### config.mk
export PLATFORM = sky130hd
export DESIGN_NAME = sorted_insert
export DESIGN_NICKNAME = d
export VERILOG_FILES = /design/src/rtl/bs_pkg.sv /design/src/rtl/sorted_insert.sv
export SDC_FILE = /design/constraint.sdc
export NUM_CORES = 1
export LEC_CHECK = 0
export BUFFER_PORTS_ARGS = -buffer_cell sky130_fd_sc_hd__buf_2
export CAP_MARGIN = 5
export CORE_ASPECT_RATIO = 2
export CORE_MARGIN = 1
export CORE_UTILIZATION = 48
export CTS_CLUSTER_DIAMETER = 200
export DETAILED_ROUTE_END_ITERATION = 16
export PLACE_DENSITY = 0.75
export SYNTH_ARGS = -nofsm -noshare
export SYNTH_HDL_FRONTEND = slang
export SYNTH_SLANG_ARGS = --single-unit
### constraint.sdc
create_clock -name clk -period 1.9 [get_ports clk]
set_input_delay 0.285 -clock clk [delete_from_list [all_inputs] [get_ports clk]]
set_output_delay 0.285 -clock clk [all_outputs]
set_load 0.01 [all_outputs]
### src/rtl/bs_pkg.sv
// Constants and types shared by the sorted-insert writer and the binary-search reader.
// No logic; pure declarations.
// No handshake of its own.
package bs_pkg;
   localparam int DATA_W = 8;
   localparam int ADDR_W = 5;
   localparam int DEPTH  = 32;

   typedef logic [DATA_W-1:0] data_t;
   typedef logic [ADDR_W-1:0] addr_t;
   typedef logic [ADDR_W:0]   cnt_t;

   typedef enum logic [2:0] {IDLE, READ, CMP, PLACE, DONE} state_t;
endpackage

### src/rtl/sorted_insert.sv
// Inserts one value per Start into the sorted search RAM, shifting larger entries up.
// Done rises 2e+2 edges after acceptance (e = entries read); Done holds until Start falls.
// Start is a level request; a full table is rejected straight to DONE without writes.
module sorted_insert
   import bs_pkg::*;
(
   input  logic              clk,
   input  logic              Reset_n,
   input  logic              Start,
   input  logic [DATA_W-1:0] A,
   input  logic [DATA_W-1:0] mem_rdata,
   output logic [ADDR_W-1:0] mem_addr,
   output logic [DATA_W-1:0] mem_wdata,
   output logic              mem_wren,
   output logic              Done,
   output logic              Full,
   output logic [ADDR_W-1:0] Loc,
   output logic [ADDR_W:0]   Count
);

   localparam cnt_t DEPTH_C = cnt_t'(DEPTH);

   state_t state, state_nxt;
   cnt_t   idx, idx_nxt, count, count_nxt;
   data_t  a_reg, a_nxt;
   addr_t  loc, loc_nxt;
   logic   done_q, done_nxt;
   cnt_t   idx_m1;

   assign idx_m1 = idx - cnt_t'(1);

   always_ff @(posedge clk or negedge Reset_n) begin
      if (!Reset_n) begin
         state  <= IDLE;
         idx    <= '0;
         count  <= '0;
         a_reg  <= '0;
         loc    <= '0;
         done_q <= 1'b0;
      end else begin
         state  <= state_nxt;
         idx    <= idx_nxt;
         count  <= count_nxt;
         a_reg  <= a_nxt;
         loc    <= loc_nxt;
         done_q <= done_nxt;
      end
   end

   always_comb begin
      state_nxt = state;
      idx_nxt   = idx;
      count_nxt = count;
      a_nxt     = a_reg;
      loc_nxt   = loc;
      done_nxt  = done_q;
      mem_addr  = '0;
      mem_wdata = '0;
      mem_wren  = 1'b0;
      case (state)
         IDLE: begin
            done_nxt = 1'b0;
            if (Start) begin
               if (count == DEPTH_C) begin
                  state_nxt = DONE;
               end else begin
                  a_nxt     = A;
                  idx_nxt   = count;
                  state_nxt = (count == '0) ? PLACE : READ;
               end
            end
         end
         READ: begin
            mem_addr  = idx_m1[ADDR_W-1:0];
            state_nxt = CMP;
         end
         CMP: begin
            mem_addr = idx_m1[ADDR_W-1:0];
            // Strictly greater only: equal entries stay below the new value.
            if (mem_rdata > a_reg) begin
               mem_addr  = idx[ADDR_W-1:0];
               mem_wdata = mem_rdata;
               mem_wren  = 1'b1;
               idx_nxt   = idx_m1;
               state_nxt = (idx_m1 == '0) ? PLACE : READ;
            end else begin
               state_nxt = PLACE;
            end
         end
         PLACE: begin
            mem_addr  = idx[ADDR_W-1:0];
            mem_wdata = a_reg;
            mem_wren  = 1'b1;
            loc_nxt   = idx[ADDR_W-1:0];
            count_nxt = count + cnt_t'(1);
            state_nxt = DONE;
         end
         DONE: begin
            // Done is registered, so it rises one edge after entering DONE.
            if (!done_q) begin
               done_nxt = 1'b1;
            end else if (!Start) begin
               done_nxt  = 1'b0;
               state_nxt = IDLE;
            end
         end
         default: state_nxt = IDLE;
      endcase
   end

   assign Done  = done_q;
   assign Full  = (count == DEPTH_C);
   assign Loc   = loc;
   assign Count = count;

endmodule

After elaboration in Yosys (flattened, before gate mapping) --
Index checks and enable logic that the tools add are counted.
Word-level totals: bits of input ports 19, register bits 29, logic and storage cells 49
Operators by class: reductions and logical operators 8, magnitude comparators 1, muxes and demuxes 21, add/subtract/negate cells 2, equal/unequal tests 10, bitwise gates (word level) 1
Operator list (number):
- two-way mux 6 bit | 3
- case mux 8 bit (2 select lines) | 1
- case mux 3 bit (5 select lines) | 1
- case mux 5 bit (3 select lines) | 1
- zero test 6 bit | 2
- two-way mux 3 bit | 4
- case mux 6 bit (2 select lines) | 1
- != test 2 bit (second input constant) | 5
- > comparator 8 bit | 1
- two-way mux 8 bit | 1
- adder 6 x 1 -> 6 bit (second input constant) | 1
- equality test 3 x 2 -> 1 bit (second input constant) | 2
- equality test 6 bit (second input constant) | 1
- two-way mux 2 bit | 3
- AND reduction 3 bit | 2
- subtractor 6 x 1 -> 6 bit (second input constant) | 1
- two-way mux 5 bit | 1
- case mux 1 bit (2 select lines) | 2
- AND reduction 4 bit | 1
- nonzero test 2 bit | 2
- equality test 3 x 1 -> 1 bit (second input constant) | 1
- equality test 3 bit (second input constant) | 1
- zero test 3 bit | 1
- two-way mux 1 bit | 3
- NOT 1 bit | 1

Longest topological paths before layout --
word-level depth 5, depth in mapped cells 9, gate-level depth less buffers 8

Worst setup path after synthesis --
No wires, ideal clock.
path kind reg2out, start reg a_reg[5], end out mem_wdata[0], required time 1615 ps, arrival time 1864 ps, path slack -249 ps, cell stages (with the launch flop) 8, cells stage by stage dfrtp_1 -> inv_1 -> ha_1 -> a211oi_2 -> nor2_2 -> and4bb_2 -> or4_1 -> a21oi_1
Between the ends: longest elaborated chain between the ends 3
Ends and longest elaborated chain:
- start: declaration | RTL line sorted_insert.sv:25 | data_t a_reg, a_nxt;
- start signal: assignment | RTL line sorted_insert.sv:44 | a_reg <= a_nxt;
- > comparator 8 bit | RTL line sorted_insert.sv:80 | if (mem_rdata > a_reg) begin
- two-way mux 8 bit | RTL line sorted_insert.sv:80
- case mux 8 bit (2 select lines) | RTL line sorted_insert.sv:60 | case (state)
- end: declaration | RTL line sorted_insert.sv:13 | output logic [DATA_W-1:0] mem_wdata,
Every way passes these cells.

Final worst setup path --
start reg a_reg[1], end out mem_addr[3]
Between the ends: longest elaborated chain between the ends 3
Ends and longest elaborated chain:
- > comparator 8 bit | RTL line sorted_insert.sv:80
- two-way mux 5 bit | RTL line sorted_insert.sv:80
- case mux 5 bit (3 select lines) | RTL line sorted_insert.sv:60
- end: declaration | RTL line sorted_insert.sv:12 | output logic [ADDR_W-1:0] mem_addr,
Every way passes these cells.

==> results.sh <==
export IMPL_seq_power_share=0.190
export IMPL_violations="negative setup slack"
export IMPL_ys_top_cells_by_area="dfrtp_1 37%, nand2_1 7.9%, ha_1 7.7%"
export IMPL_cts_tree="done"
export IMPL_synth_edff_count=0
export IMPL_setup_viol=21
export IMPL_htreeDepth=2
export IMPL_grt_pass1_wl_mm=9.68
export IMPL_die_y_um=91.9
export IMPL_final_hold_violation_count=0
export IMPL_cts_buffer_depth=2
export IMPL_via_per_inst=5.63
export IMPL_syn_area_sq_um=1940
export IMPL_die_area_sq_um=4320
export IMPL_routedWlPerCell_um=17.4
export IMPL_fill_cells=260
export IMPL_port_buffers=45
export IMPL_yosys_warnings=0
export IMPL_rsz0062_at_grt="yes"
export IMPL_grt_max_degree=30
export IMPL_fin_skew_ns=0.00888
export IMPL_grt_pass1_vias=2161
export IMPL_antenna_left=0
export IMPL_ys_async_sr_fraction=1.00
export IMPL_synth_top_cell_by_area="dfrtp_1"
export IMPL_drive_gt1_frac=0.520
export IMPL_overflow=0
export IMPL_synth_fp_nets=261
export IMPL_layout_nets=357
export IMPL_seq_area_frac_synth=0.374
export IMPL_fmax_mhz=371
export IMPL_cts_buffers=5
export IMPL_vias=2129
export IMPL_vdd_drop_max_v=0.00110
export IMPL_p_clk_frac=0.100
export IMPL_comb_power_share=0.711
export IMPL_cp_arrival_ns=2.41
export IMPL_placementRows=32
export IMPL_synth_top_area_frac=0.374
export IMPL_switching_share=0.446
export IMPL_slew_violations=0
export IMPL_synthFlopType="dfrtp_1"
export IMPL_ios=46
export IMPL_largest_reg_flops=8
export IMPL_wl_met2_mm=3.72
export IMPL_drc=0
export IMPL_firstDrtPassIters=4
export IMPL_synth_area_per_cell_sq_um=8.44
export IMPL_clk_insertion_delay_late_ns=0.29
export IMPL_pre_cts_ws_ns=-0.467
export IMPL_drt_iter0_drc=76
export IMPL_root_buffer="clkbuf_8"
export IMPL_antenna_found_initial=0
export IMPL_post_route_period_util=1.42
export IMPL_area_delta_synth_final_pct=58.6
export IMPL_critPathRequiredTime_ns=1.62
export IMPL_worst_slew_pin_transition_ns=0.666
export IMPL_leakage_nw=1.43
export IMPL_status="finished, violations left"
export IMPL_crit_type="reg -> out"
export IMPL_coreArea_sq_um=3840
export IMPL_initial_utilization=0.505
export IMPL_yosysUniqueCellTypes=49
export IMPL_diodes=0
export IMPL_place_area_sq_um=2620
export IMPL_grt_util_all_layers=0.310
export IMPL_worst_slack_ns=-0.796
export IMPL_die_w_um=47.0
export IMPL_cts_sinks=29
export IMPL_hold_class="in -> async"
export IMPL_cts_clk_slew_worst_paths_ns=0.07
export IMPL_wl_met1_mm=2.31
export IMPL_setup_tns_ns=-10.63
export IMPL_gp_congestion=0.926
export IMPL_worstSetupEndpointType="output pin"
export IMPL_power_internal_mw=3.21
export IMPL_path_max_fanout=3
export IMPL_maxCapViolCount=0
export IMPL_wl_mm=6.58
export IMPL_switchingPower_mw=2.59
export IMPL_holdBufCountCts=0
export IMPL_ys_ff_latch=29
export IMPL_highest_layer="met4"
export IMPL_p_per_area_nw_per_um2=1880
export IMPL_dr_wl_met3_um=248
export IMPL_relSlewSlack=0.556
export IMPL_start_kind="flop"
export IMPL_postSynthCellCount=230
export IMPL_final_cell_area_sq_um=3080
export IMPL_place_hpwl_mm=4.42
export IMPL_fin_crit_ns=2.70
synthesized netlist by cell type (all sizes together), types with 2 or more instances:
cell    instances
o311ai          2
clkbuf          8
dfrtp          29
inv            13
nand4b          2
ha             12
nand3           5
nor3           10
xor2            3
nand4           2
and2            3
nand3b          7
xnor2           6
nor4b           2
a211oi          5
a221oi          2
nor2b           2
o31ai           3
or3             3
nand2          41
nor2           15
a21oi          14
nand2b          3
o21ai          17
buf             5
per-stage QoR:
stage               total power, mW  utilization  std cells  hold WS (ns)
floorplan                      2.90            -        230       -0.0106
global placement               4.19        0.681        360         0.355
detailed placement             4.27        0.681        360         0.357
CTS                            5.11        0.740        372        0.0536
global route                   6.19        0.801        378        0.0857
finish                         5.80        0.801        378        0.0262
per-layer routing:
metal	global-route usage	vias to the layer above
li1	-	1002
met1	0.314	1022
met2	0.572	78
met3	0.0433	27
met4	0.138	0
met5	0	-
power by group through the flow:
stage	Sequential, mW	Clock [mW]	Combinational (mW)
2_1_floorplan	1.12	0	1.77
3_3_place_gp	1.06	0	3.14
3_5_place_dp	1.08	0	3.20
4_1_cts	1.08	0.582	3.45
5_1_grt	1.14	0.602	4.45
6_report	1.10	0.578	4.12
area by class of cell:
type / count / area [sq um] / area share
inverter: 13 / 51.3 / 0.0167
clock inverter: 1 / 5.00 / 0.00163
tap: 51 / 63.8 / 0.0207
timing repair buffer: 102 / 698 / 0.227
sequential: 29 / 726 / 0.236
clock buffer: 7 / 96.3 / 0.0313
multi-input combinational: 175 / 1440 / 0.467
layout by cell type, fill, tap and decap left out, types with 2 or more instances in the layout:
cell type   n
a211oi_2    3
a21oi_1     4
a21oi_2     9
a221oi_2    2
and2_1      2
buf_2      44
buf_4      49
buf_6       8
clkbuf_8    7
dfrtp_1    29
ha_1        6
ha_4        6
inv_1       3
inv_2       9
nand2_1    40
nand2b_1    3
nand3_1     5
nand3b_1    7
nand4_1     2
nand4b_1    2
nor2_1     13
nor3_1      2
nor3_2      2
nor3_4      6
o21ai_0    12
o21ai_1     3
o21ai_2     2
o31ai_1     2
or3_1       2
xnor2_1     6
xor2_1      3
cells by family (layout without fill, tap and decap cells):
group,after synthesis,in the layout,share of synthesized area
compound gates,50,50,0.166
xor+xnor,9,9,0.0406
fa+ha+maj,12,12,0.0774
buf+inv,26,123,0.0548
flops,29,29,0.374
simple gates,104,104,0.288
critical path, stage by stage (launching register included):
cell	delay [ns]
dfrtp_1	0.40
inv_2	0.08
ha_4	0.20
nor2b_2	0.16
o21ai_2	0.25
nand4bb_4	0.14
a21o_1	0.24
or3_1	0.40
o311ai_2	0.07
buf_2	0.18
what timing repair did:
| item | in CTS | in global routing |
|---|---|---|
| gates resized for setup | 22 | 39 |
| pin swaps | 15 | 17 |
| setup buffers | 5 | 7 |
| cloned | 0 | 1 |
| endpoints found under the setup margin | 22 | 22 |
worst paths after layout:
path / start / end / slack (ns) / cells after the start
max: a_reg[1] / mem_addr[3] / -0.80 / 9
min: Reset_n / idx[5] / 0.03 / 1
max reg2reg: a_reg[5] / idx[0] / -0.25 / 11
min reg2reg: Loc[2] / Loc[2] / 0.47 / 2
max in group asynchronous: Reset_n / state[0] / 1.44 / 1
min in group clk: A[3] / a_reg[3] / 0.19 / 3
Note: power is estimated with default switching activity, not from simulation.
